### config.mk
export PLATFORM = sky130hd
export DESIGN_NAME = tank_ctrl_conditioner
export DESIGN_NICKNAME = d
export VERILOG_FILES = /design/src/rtl/tank_ctrl_conditioner.sv
export SDC_FILE = /design/constraint.sdc
export NUM_CORES = 1
export LEC_CHECK = 0
export BUFFER_PORTS_ARGS = -buffer_cell sky130_fd_sc_hd__buf_4
export CORE_MARGIN = 1.5
export CORE_UTILIZATION = 60
export DETAILED_ROUTE_END_ITERATION = 8
export GPL_ROUTABILITY_DRIVEN = 0
export PLACE_DENSITY = 0.89
export SLEW_MARGIN = 0
export SYNTH_ARGS = -nofsm -noshare
export SYNTH_HDL_FRONTEND = slang
export SYNTH_SLANG_ARGS = --single-unit
export TNS_END_PERCENT = 30
### constraint.sdc
create_clock -name clk_sys -period 20.4 [get_ports clk_sys]
set_clock_uncertainty 0.15 [all_clocks]
set_input_delay 2.04 -clock clk_sys [delete_from_list [all_inputs] [get_ports clk_sys]]
set_output_delay 2.04 -clock clk_sys [all_outputs]
set_load 0.1 [all_outputs]
### src/rtl/tank_ctrl_conditioner.sv
// ---------------------------------------------------------------------------
// tank_ctrl_conditioner : joystick-to-tank-lever conditioner with debounce and coin pulser
// Rev 1.0 -- optional autofire behind macro CTRL_AUTOFIRE_EN
// ---------------------------------------------------------------------------
`default_nettype none

module tank_ctrl_conditioner #(
  parameter int DEB_CYCLES   = 12000,
  parameter int COIN_PULSE   = 600000,
  parameter int COIN_HOLDOFF = 1200000
`ifdef CTRL_AUTOFIRE_EN
  , parameter int AF_PERIOD  = 1200000
`endif
) (
  input  logic        clk_sys,
  input  logic        reset,
  input  logic [15:0] joy1,
  input  logic [15:0] joy2,
`ifdef CTRL_AUTOFIRE_EN
  input  logic        autofire,
`endif
  output logic        joyw_fw_n,
  output logic        joyw_bk_n,
  output logic        joyx_fw_n,
  output logic        joyx_bk_n,
  output logic        joyy_fw_n,
  output logic        joyy_bk_n,
  output logic        joyz_fw_n,
  output logic        joyz_bk_n,
  output logic        fire_a,
  output logic        fire_b,
  output logic        start1_n,
  output logic        start2_n,
  output logic        coin1_n,
  output logic        coin2_n
);

  localparam int MAX_A = (DEB_CYCLES > COIN_PULSE) ? DEB_CYCLES : COIN_PULSE;
  localparam int MAX_B = (MAX_A > COIN_HOLDOFF) ? MAX_A : COIN_HOLDOFF;
`ifdef CTRL_AUTOFIRE_EN
  localparam int MAX_P = (MAX_B > AF_PERIOD) ? MAX_B : AF_PERIOD;
`else
  localparam int MAX_P = MAX_B;
`endif
  localparam int CW = (MAX_P > 1) ? $clog2(MAX_P) : 1;

  localparam logic [CW-1:0] DEB_LAST   = CW'(DEB_CYCLES - 1);
  localparam logic [CW-1:0] PULSE_LAST = CW'(COIN_PULSE - 1);
  localparam logic [CW-1:0] HOLD_LAST  = CW'(COIN_HOLDOFF - 1);

  localparam logic [1:0] S_IDLE  = 2'd0;
  localparam logic [1:0] S_PULSE = 2'd1;
  localparam logic [1:0] S_HOLD  = 2'd2;

  // Bit map: [4:0] P1 {fire,U,D,L,R}, [9:5] P2 same, [10] start1, [11] start2, [12] coin
  logic [12:0] raw;
  logic [12:0] sync1_q, sync2_q;
  logic [12:0] stable;
  logic        unused_hi;

  assign raw = {joy1[7] | joy2[7], joy1[6] | joy2[6], joy1[5] | joy2[5], joy2[4:0], joy1[4:0]};
  assign unused_hi = ^{joy1[15:8], joy2[15:8]};

  always_ff @(posedge clk_sys or posedge reset) begin
    if (reset) begin
      sync1_q <= '0;
      sync2_q <= '0;
    end else begin
      sync1_q <= raw;
      sync2_q <= sync1_q;
    end
  end

  for (genvar i = 0; i < 13; i++) begin : g_deb
    logic [CW-1:0] cnt_q;
    logic          stab_q;
    always_ff @(posedge clk_sys or posedge reset) begin
      if (reset) begin
        cnt_q  <= '0;
        stab_q <= 1'b0;
      end else if (sync2_q[i] == stab_q) begin
        cnt_q <= '0;
      end else if (cnt_q == DEB_LAST) begin
        stab_q <= sync2_q[i];
        cnt_q  <= '0;
      end else begin
        cnt_q <= cnt_q + CW'(1);
      end
    end
    assign stable[i] = stab_q;
  end

  // {U,D,L,R} -> {W/Y fwd, W/Y back, X/Z fwd, X/Z back}
  function automatic logic [3:0] lever_decode(input logic [3:0] udlr);
    logic [3:0] lev;
    case (udlr)
      4'b1010: lev = 4'b0010;
      4'b1000: lev = 4'b1010;
      4'b1001: lev = 4'b1000;
      4'b0001: lev = 4'b1001;
      4'b0101: lev = 4'b0100;
      4'b0100: lev = 4'b0101;
      4'b0110: lev = 4'b0001;
      4'b0010: lev = 4'b0110;
      default: lev = 4'b0000;
    endcase
    return lev;
  endfunction

  logic [3:0] lev1_q, lev2_q;
  logic [1:0] start_q;

  always_ff @(posedge clk_sys or posedge reset) begin
    if (reset) begin
      lev1_q  <= '0;
      lev2_q  <= '0;
      start_q <= '0;
    end else begin
      lev1_q  <= lever_decode(stable[3:0]);
      lev2_q  <= lever_decode(stable[8:5]);
      start_q <= stable[11:10];
    end
  end

  logic [1:0] fire_out;

  for (genvar p = 0; p < 2; p++) begin : g_fire
    logic fire_q;
`ifdef CTRL_AUTOFIRE_EN
    localparam logic [CW-1:0] AF_LAST = CW'(AF_PERIOD - 1);
    logic [CW-1:0] af_cnt_q;
    logic          af_held_q;
    always_ff @(posedge clk_sys or posedge reset) begin
      if (reset) begin
        fire_q    <= 1'b0;
        af_cnt_q  <= '0;
        af_held_q <= 1'b0;
      end else if (!autofire || !stable[p*5+4]) begin
        fire_q    <= stable[p*5+4] & ~autofire;
        af_cnt_q  <= '0;
        af_held_q <= 1'b0;
      end else if (!af_held_q) begin
        fire_q    <= 1'b1;
        af_cnt_q  <= '0;
        af_held_q <= 1'b1;
      end else if (af_cnt_q == AF_LAST) begin
        fire_q   <= ~fire_q;
        af_cnt_q <= '0;
      end else begin
        af_cnt_q <= af_cnt_q + CW'(1);
      end
    end
`else
    always_ff @(posedge clk_sys or posedge reset) begin
      if (reset) fire_q <= 1'b0;
      else       fire_q <= stable[p*5+4];
    end
`endif
    assign fire_out[p] = fire_q;
  end

  // Coin pulser: edge-triggered, edges during the pulse and holdoff are discarded
  logic [1:0]    state_q, state_d;
  logic [CW-1:0] coin_cnt_q, coin_cnt_d;
  logic          coin_prev_q;

  always_comb begin
    state_d    = state_q;
    coin_cnt_d = coin_cnt_q;
    case (state_q)
      S_IDLE: begin
        if (stable[12] && !coin_prev_q) begin
          state_d    = S_PULSE;
          coin_cnt_d = '0;
        end
      end
      S_PULSE: begin
        if (coin_cnt_q == PULSE_LAST) begin
          state_d    = S_HOLD;
          coin_cnt_d = '0;
        end else begin
          coin_cnt_d = coin_cnt_q + CW'(1);
        end
      end
      S_HOLD: begin
        if (coin_cnt_q == HOLD_LAST) begin
          state_d    = S_IDLE;
          coin_cnt_d = '0;
        end else begin
          coin_cnt_d = coin_cnt_q + CW'(1);
        end
      end
      default: begin
        state_d    = S_IDLE;
        coin_cnt_d = '0;
      end
    endcase
  end

  always_ff @(posedge clk_sys or posedge reset) begin
    if (reset) begin
      state_q     <= S_IDLE;
      coin_cnt_q  <= '0;
      coin_prev_q <= 1'b0;
    end else begin
      state_q     <= state_d;
      coin_cnt_q  <= coin_cnt_d;
      coin_prev_q <= stable[12];
    end
  end

  assign joyw_fw_n = ~lev1_q[3];
  assign joyw_bk_n = ~lev1_q[2];
  assign joyx_fw_n = ~lev1_q[1];
  assign joyx_bk_n = ~lev1_q[0];
  assign joyy_fw_n = ~lev2_q[3];
  assign joyy_bk_n = ~lev2_q[2];
  assign joyz_fw_n = ~lev2_q[1];
  assign joyz_bk_n = ~lev2_q[0];
  assign fire_a    = fire_out[0];
  assign fire_b    = fire_out[1];
  assign start1_n  = ~start_q[0];
  assign start2_n  = ~start_q[1];
  assign coin1_n   = (state_q != S_PULSE);
  assign coin2_n   = (state_q != S_PULSE);

endmodule

`default_nettype wire

==> results of run 1 <==
cells by family after synthesis:
family / Yosys count / share of synthesized area [%]
XOR/XNOR: 275 / 14.8
multiplexers: 18 / 1.21
adder cells (fa/ha/maj): 18 / 1.38
AND/OR/NAND/NOR: 841 / 24.9
flip-flops: 348 / 53.5
AO/OA/AOI/OAI: 36 / 1.79
buffers and inverters: 98 / 2.38
area by class of cell:
| cell class | instances | area, um^2 |
|---|---|---|
| sequential | 348 | 8710 |
| multi-input combinational | 1188 | 7180 |
| clock buffer | 51 | 1070 |
| fill | 1813 | 8730 |
| tap | 341 | 427 |
| clock inverter | 11 | 178 |
| inverter | 61 | 236 |
| timing repair buffer | 36 | 270 |
cells in the mapped netlist (all sizes together) (3+ instances only):
master / count
or4b: 5
nor2b: 3
and2: 6
nor4: 39
ha: 18
o21a: 4
nor4b: 12
buf: 3
and3: 39
or3: 6
xor2: 107
and4: 23
or2: 14
inv: 61
mux2i: 4
nand2: 103
clkbuf: 34
nor2: 358
nor3b: 5
nand3: 93
mux2: 14
a21oi: 15
o21ai: 6
nand4: 72
dfrtp: 348
nor3: 55
xnor2: 168
sequential cells by signal, summed over array words and instances (netlist names):
signal	flops
g_deb.cnt_q	273
coin_cnt_q	21
g_deb.stab_q	13
sync1_q	13
sync2_q	13
lev1_q	4
lev2_q	4
start_q	2
state_q	2
coin_prev_q	1
fire_a	1
fire_b	1
metal layers:
layer  vias up  track usage [%]
li1       5572                -
met3        89             3.64
met1      5812             30.6
met5         -                0
met2       345             41.1
met4         0             9.17
per-stage QoR:
stage | total power, mW | area [um^2] | setup slack (ns) | instances
after detailed placement | 0.788 | 16800 | 15.40 | 1974
after floorplan | 0.772 | 16300 | 8.56 | 1634
after global routing | 1.51 | 18100 | 15.58 | 2036
final | 1.46 | 18100 | 16.07 | 2036
after global placement | 0.784 | 16800 | 15.46 | 1974
after CTS | 1.47 | 18100 | 15.95 | 2036
cell usage in the layout (no fill, tap or decap), types with 39 or more instances in the layout:
| master | count |
|---|---|
| dfrtp_1 | 348 |
| inv_1 | 60 |
| nand2_1 | 103 |
| nand3_1 | 93 |
| nand4_1 | 72 |
| nor2_1 | 358 |
| nor3_1 | 55 |
| nor4_1 | 39 |
| xnor2_1 | 168 |
| xor2_1 | 107 |
path summary, 6_finish.rpt:
path | cells after the start | slack (ns) | startpoint | to
setup / recovery | 4 | 16.07 | reset | g_deb[5].cnt_q[7]$_DFF_PP0_
hold / removal | 0 | 0.20 | sync1_q[4]$_DFF_PP0_ | sync2_q[4]$_DFF_PP0_
setup reg to reg | 6 | 17.63 | coin_cnt_q[0]$_DFFE_PP0P_ | coin_cnt_q[20]$_DFFE_PP0P_
hold reg to reg | 0 | 0.20 | sync1_q[4]$_DFF_PP0_ | sync2_q[4]$_DFF_PP0_
max in group clk_sys | 4 | 16.61 | state_q[1]$_DFFE_PP0P_ | coin2_n
min in group asynchronous | 2 | 1.58 | reset | g_deb[9].cnt_q[20]$_DFF_PP0_
critical path, cell delays in order:
cell,delay [ns]
buf_4,0.13
inv_8,0.60
buf_4,0.83
buf_4,0.92
power by group through the flow:
stage / clock network [mW] / registers [mW] / logic [mW]
6_report: 0.681 / 0.722 / 0.0545
5_1_grt: 0.719 / 0.724 / 0.0633
4_1_cts: 0.691 / 0.722 / 0.0558
3_5_place_dp: 0 / 0.734 / 0.0536
3_3_place_gp: 0 / 0.733 / 0.0513
2_1_floorplan: 0 / 0.731 / 0.0409
==> results.py, run 1 <==
metrics = {
    "timing": {
        "tightest_slew_ns": 1.03,
        "min_period_ns": 4.33,
        "setup_tns_ns": 0,
        "fin_crit_sh_pct": 21.2,
        "fmax_mhz": 231,
        "drv_slew": 0,
        "setup_viol": 0,
        "rsz0062_at_grt": "false",
        "hold_slack_ns": 0.200,
        "relSlewSlack_pct": 31.5,
        "timing.final.hold_violations": 0,
    },
    "cts": {
        "cts_buffers": 36,
        "worstSkewPairLatency_ns": 0.51,
        "cts-resized-gates": 0,
        "cts_hold_buffers": 0,
        "cts_max_level": 2,
        "clk_path_buf_depth": 3,
        "clock-sinks": 348,
        "cts.clk_slew.worst_paths_ns": 0.06,
        "cts_tree": "built",
        "root_buffer": "clkbuf_16",
        "post_cts_buffers": 0,
    },
    "grt": {
        "grt_pass1_wl_mm": 55.9,
        "grt_pass1_vias": 12000,
        "grt_max_degree": 129,
        "grt.overflow.total": 0,
        "antenna_found_initial": 0,
        "grtUsageTotal_pct": 23.9,
    },
    "logic_synthesis": {
        "synth_cell_types": 50,
        "async_reset_ff_share_pct": 100,
        "synth-edff-count": 0,
        "yosysSeqAreaShare_pct": 53.5,
        "synth_top_area_share_pct": 53.5,
        "syn_area_um2": 16300,
        "yosys_warnings": 0,
        "ys_ff_latch": 348,
        "syn_nets": 1686,
        "syn_area_per_cell_um2": 9.96,
        "synth.area.top_cells": "dfrtp_1, xnor2_1, nor2_1, xor2_1, nand3_1",
        "synth_flop_cell": "dfrtp_1",
        "yosysTopAreaCell": "dfrtp_1",
        "syn-instance-count": 1634,
    },
    "power": {
        "p_clk_share_pct": 46.7,
        "ir_drop_uv": 69.4,
        "combPwrFrac_pct": 3.7,
        "p_leak_nw": 7.63,
        "power.switching_uw": 318,
        "switching_share_pct": 21.8,
        "p_per_area_nw_per_um2": 80.7,
        "p_int_mw": 1.14,
        "p_seq_share_pct": 49.5,
    },
    "detailed_routing": {
        "firstDrtPassIters": 5,
        "routed-wl-met2_mm": 16.3,
        "routed-via-count": 11800,
        "dr_wl_met3_mm": 1.32,
        "ant_nets": 0,
        "wl_met1_mm": 13.7,
        "viasPerCell": 5.80,
        "wl_per_cell_um": 15.8,
        "drt_iter0_markers": 896,
        "top_layer_used": "met4",
        "totalWireLength_mm": 32.3,
        "drc": 0,
    },
    "final_layout": {
        "final_util_pct": 67.4,
        "syn_to_final_growth_pct": 11.0,
        "final_layout_size_suffix_gt1_share_pct": 8.38,
        "diodes": 0,
        "nets": 1723,
    },
    "floorplanning": {
        "fp.dieW_um": 168,
        "boundaryPins": 48,
        "initial_utilization_pct": 60.7,
        "fp.dieH_um": 168,
        "rows": 60,
        "core_um2": 26800,
        "die_area_um2": 28100,
    },
    "worst_setup_path": {
        "path_max_fanout": 128,
        "cp-start-kind": "input pin",
        "end_kind": "asynchronous set/reset pin",
        "crit_type": "input pin to asynchronous set/reset pin",
        "arrival_ns": 4.65,
        "crit_required_ns": 20.73,
    },
    "status": {
        "outcome": "completed",
    },
    "place": {
        "post-dp-hpwl_mm": 19.6,
        "io_buffer_count": 31,
    },
    "job": {
        "drv_cap": 0,
    },
    "worst_hold_path": {
        "hp-class": "register to register",
    },
}
(Power assumes the default switching activity.)
==> inputs of run 2 (changes only) <==
- ABC_AREA: default -> 1
- CORE_UTILIZATION: 60 -> 57
- clock period: 20.4 -> 3.8 ns (I/O delays scaled with it)
==> run 2 against run 1 <==
Synthesized cell count is 29% higher. Sequential power grew to 5.3 times the previous value. Setup slack worse by 14 ns. Total power grew to 5.4 times the previous value. First-iteration DRC count is 19% higher. Global-route usage is 0.24 points lower. Via count is 22% higher. Largest power group unchanged.
==> results.py, run 2 <==
metrics = {
    "status": {
        "outcome": "completed",
    },
    "place": {
        "placed_cell_area_um2": 18100,
        "post-dp-hpwl_mm": 24.2,
        "place_inst": 2521,
        "dp_slack_ns": 1.77,
        "io_buffer_count": 31,
    },
    "final_layout": {
        "fill_cells": 2240,
        "reg_top3": "g_deb.cnt_q x273, coin_cnt_q x21",
        "top_register": "g_deb.cnt_q",
        "final_cell_mix": "nor2_1, dfrtp_1, nand2_1",
        "diodes": 0,
        "final_util_pct": 65.2,
        "nets": 2239,
        "final_common_cell": "nor2_1",
        "final_layout_size_suffix_gt1_share_pct": 8.09,
        "fin_area_um2": 19500,
        "largest_reg_flops": 273,
        "final_cells": 2602,
        "syn_to_final_growth_pct": 11.9,
    },
    "logic_synthesis": {
        "yosys_warnings": 0,
        "synth_most_common_cell": "nor2_1",
        "syn-instance-count": 2113,
        "synth-edff-count": 0,
        "syn_area_per_cell_um2": 8.24,
        "ys_ff_latch": 348,
        "synth_flop_cell": "dfrtp_1",
        "synthTopCellsByCount": "nor2_1, dfrtp_1, nand2_1, inv_1, nor3_1",
        "syn_nets": 2165,
        "syn_area_um2": 17400,
        "synth_top_area_share_pct": 50.0,
        "synth.area.top_cells": "dfrtp_1, nor2_1, nand2_1, inv_1, nor3_1",
        "synth_cell_types": 45,
        "yosysSeqAreaShare_pct": 50.0,
        "yosysTopAreaCell": "dfrtp_1",
        "async_reset_ff_share_pct": 100,
    },
    "timing": {
        "tightest_slew_ns": 0.729,
        "fin_crit_sh_pct": 55.7,
        "timing.final.hold_violations": 0,
        "relSlewSlack_pct": 51.4,
        "setup_viol": 0,
        "drv_slew": 0,
        "rsz0062_at_grt": "false",
        "min_period_ns": 2.12,
        "fmax_mhz": 472,
        "layout_setup_ws_ns": 1.68,
    },
    "worst_setup_path": {
        "path_max_fanout": 9,
        "arrival_ns": 2.37,
        "crit_required_ns": 4.05,
        "path_delay_family": "simple AND/OR/NAND/NOR gates",
        "path_common_cell": "nand2_1",
        "crit_type": "register to register",
        "cpPeakStageDelay_ns": 0.41,
        "end_kind": "register",
        "cp-start-kind": "register",
        "critPathSlowestCell": "dfrtp_1",
        "path_cells": "ha_1, nand2_1, nor2_4, nand2_1, nor3_1, nand4_1, nand2_2, nor2_1",
        "cp_num_buf_inv": 0,
    },
    "floorplanning": {
        "boundaryPins": 48,
        "fp.dieW_um": 178,
        "rows": 63,
        "die_area_um2": 31600,
        "fp.dieH_um": 178,
        "core_um2": 29900,
        "initial_utilization_pct": 58.3,
    },
    "detailed_routing": {
        "drc": 0,
        "totalWireLength_mm": 35.9,
        "firstDrtPassIters": 6,
        "wl_per_cell_um": 13.8,
        "drt_iter0_markers": 1070,
        "viasPerCell": 5.56,
        "ant_nets": 0,
        "routed-via-count": 14500,
    },
    "cts": {
        "cts-resized-gates": 0,
        "root_buffer": "clkbuf_16",
        "cts_hold_buffers": 17,
        "cts_tree": "built",
        "clk_path_buf_depth": 3,
        "worstSkewPairLatency_ns": 0.52,
        "cts_buffers": 37,
        "cts_max_level": 2,
        "clock-sinks": 348,
        "cts.clk_slew.worst_paths_ns": 0.07,
        "post_cts_buffers": 0,
    },
    "power": {
        "p_leak_nw": 8.29,
        "ir_drop_uv": 325,
        "p_int_mw": 6.14,
        "switching_share_pct": 22.1,
        "p_per_area_nw_per_um2": 405,
        "p_seq_share_pct": 49.0,
        "combPwrFrac_pct": 4.0,
        "p_clk_share_pct": 47.1,
        "power.switching_mw": 1.74,
    },
    "grt": {
        "grt_max_degree": 120,
        "grt_pass1_wl_mm": 62.7,
        "grtUsageTotal_pct": 23.7,
        "grt_pass1_vias": 14300,
        "antenna_found_initial": 0,
        "grt.overflow.total": 0,
    },
    "worst_hold_path": {
        "hp-class": "register to register",
    },
    "job": {
        "drv_cap": 0,
    },
}
## run 2: cell types whose count changed in the layout (fill, tap and decap cells not counted), sizes merged, moves of 23 or more
cell and delta:
a21oi +54, nor3 +122, xnor2 -147, nor2 +101, inv +198, and4 -23, and3 -35, nor3b +41
nand2 +247, nor4 -29
## run 2: final cells by class
class | count | area (um^2) | share of cell area (%)
Multi-Input combinational cell | 1487 | 7590 | 39.0
Timing Repair Buffer | 52 | 470 | 2.41
Inverter | 261 | 986 | 5.06
Tap cell | 390 | 488 | 2.50
Clock inverter | 16 | 213 | 1.09
Clock buffer | 48 | 1030 | 5.27
Sequential cell | 348 | 8710 | 44.7
## run 2: per-layer routing
layer	GRT usage (%)	part of all wire (%)	vias to the layer above
met3	3.47	5.0	96
met5	0	0	-
met4	8.82	2.4	0
met1	29.4	43	6908
met2	41.7	50	462
li1	-	-	6990
## run 2: logic make-up (layout without fill, tap and decap cells)
family / Yosys count / after routing / synth area share (%)
compound gates: 143 / 143 / 4.77
xor+xnor: 109 / 109 / 5.48
fa+ha+maj: 18 / 18 / 1.29
buf+inv: 278 / 377 / 6.35
flops: 348 / 348 / 50.0
simple gates: 1217 / 1217 / 32.1
## run 2: per-stage QoR
step	hold slack [ns]	setup TNS (ns)	total power, mW
final	0.187	0	7.88
after CTS	0.184	0	7.95
after detailed placement	0.164	0	4.23
after floorplan	0.181	-483.18	4.14
after global placement	0.163	0	4.21
after global routing	0.199	0	8.15
## run 2: power by group through the flow
| stage | Combinational, mW | Clock, mW | Sequential [mW] |
|---|---|---|---|
| finish | 0.315 | 3.71 | 3.86 |
| global route | 0.373 | 3.91 | 3.87 |
| CTS | 0.323 | 3.76 | 3.86 |
| detailed placement | 0.304 | 0 | 3.92 |
| global placement | 0.289 | 0 | 3.92 |
| floorplan | 0.229 | 0 | 3.91 |
## run 2: worst reg2reg max path: stages (launching register included)
cell     delay (ns)
dfrtp_1        0.41
ha_1           0.27
nand2_1        0.14
nor2_4         0.19
nand2_1        0.10
nor3_1         0.13
nand4_1        0.25
nand2_2        0.26
nor2_1         0.09
## run 2: worst paths after layout
| kind | startpoint | endpoint | slack (ns) | cells past startpoint |
|---|---|---|---|---|
| worst max-delay path | g_deb[8].cnt_q[0]$_DFF_PP0_ | g_deb[8].cnt_q[11]$_DFF_PP0_ | 1.68 | 8 |
| worst min-delay path | sync1_q[5]$_DFF_PP0_ | sync2_q[5]$_DFF_PP0_ | 0.19 | 0 |
| worst max register to register | g_deb[8].cnt_q[0]$_DFF_PP0_ | g_deb[8].cnt_q[11]$_DFF_PP0_ | 1.68 | 8 |
| worst min register to register | sync1_q[5]$_DFF_PP0_ | sync2_q[5]$_DFF_PP0_ | 0.19 | 0 |
| max in group asynchronous | reset | g_deb[11].cnt_q[20]$_DFF_PP0_ | 2.34 | 4 |
| min in group asynchronous | reset | sync1_q[3]$_DFF_PP0_ | 0.20 | 3 |
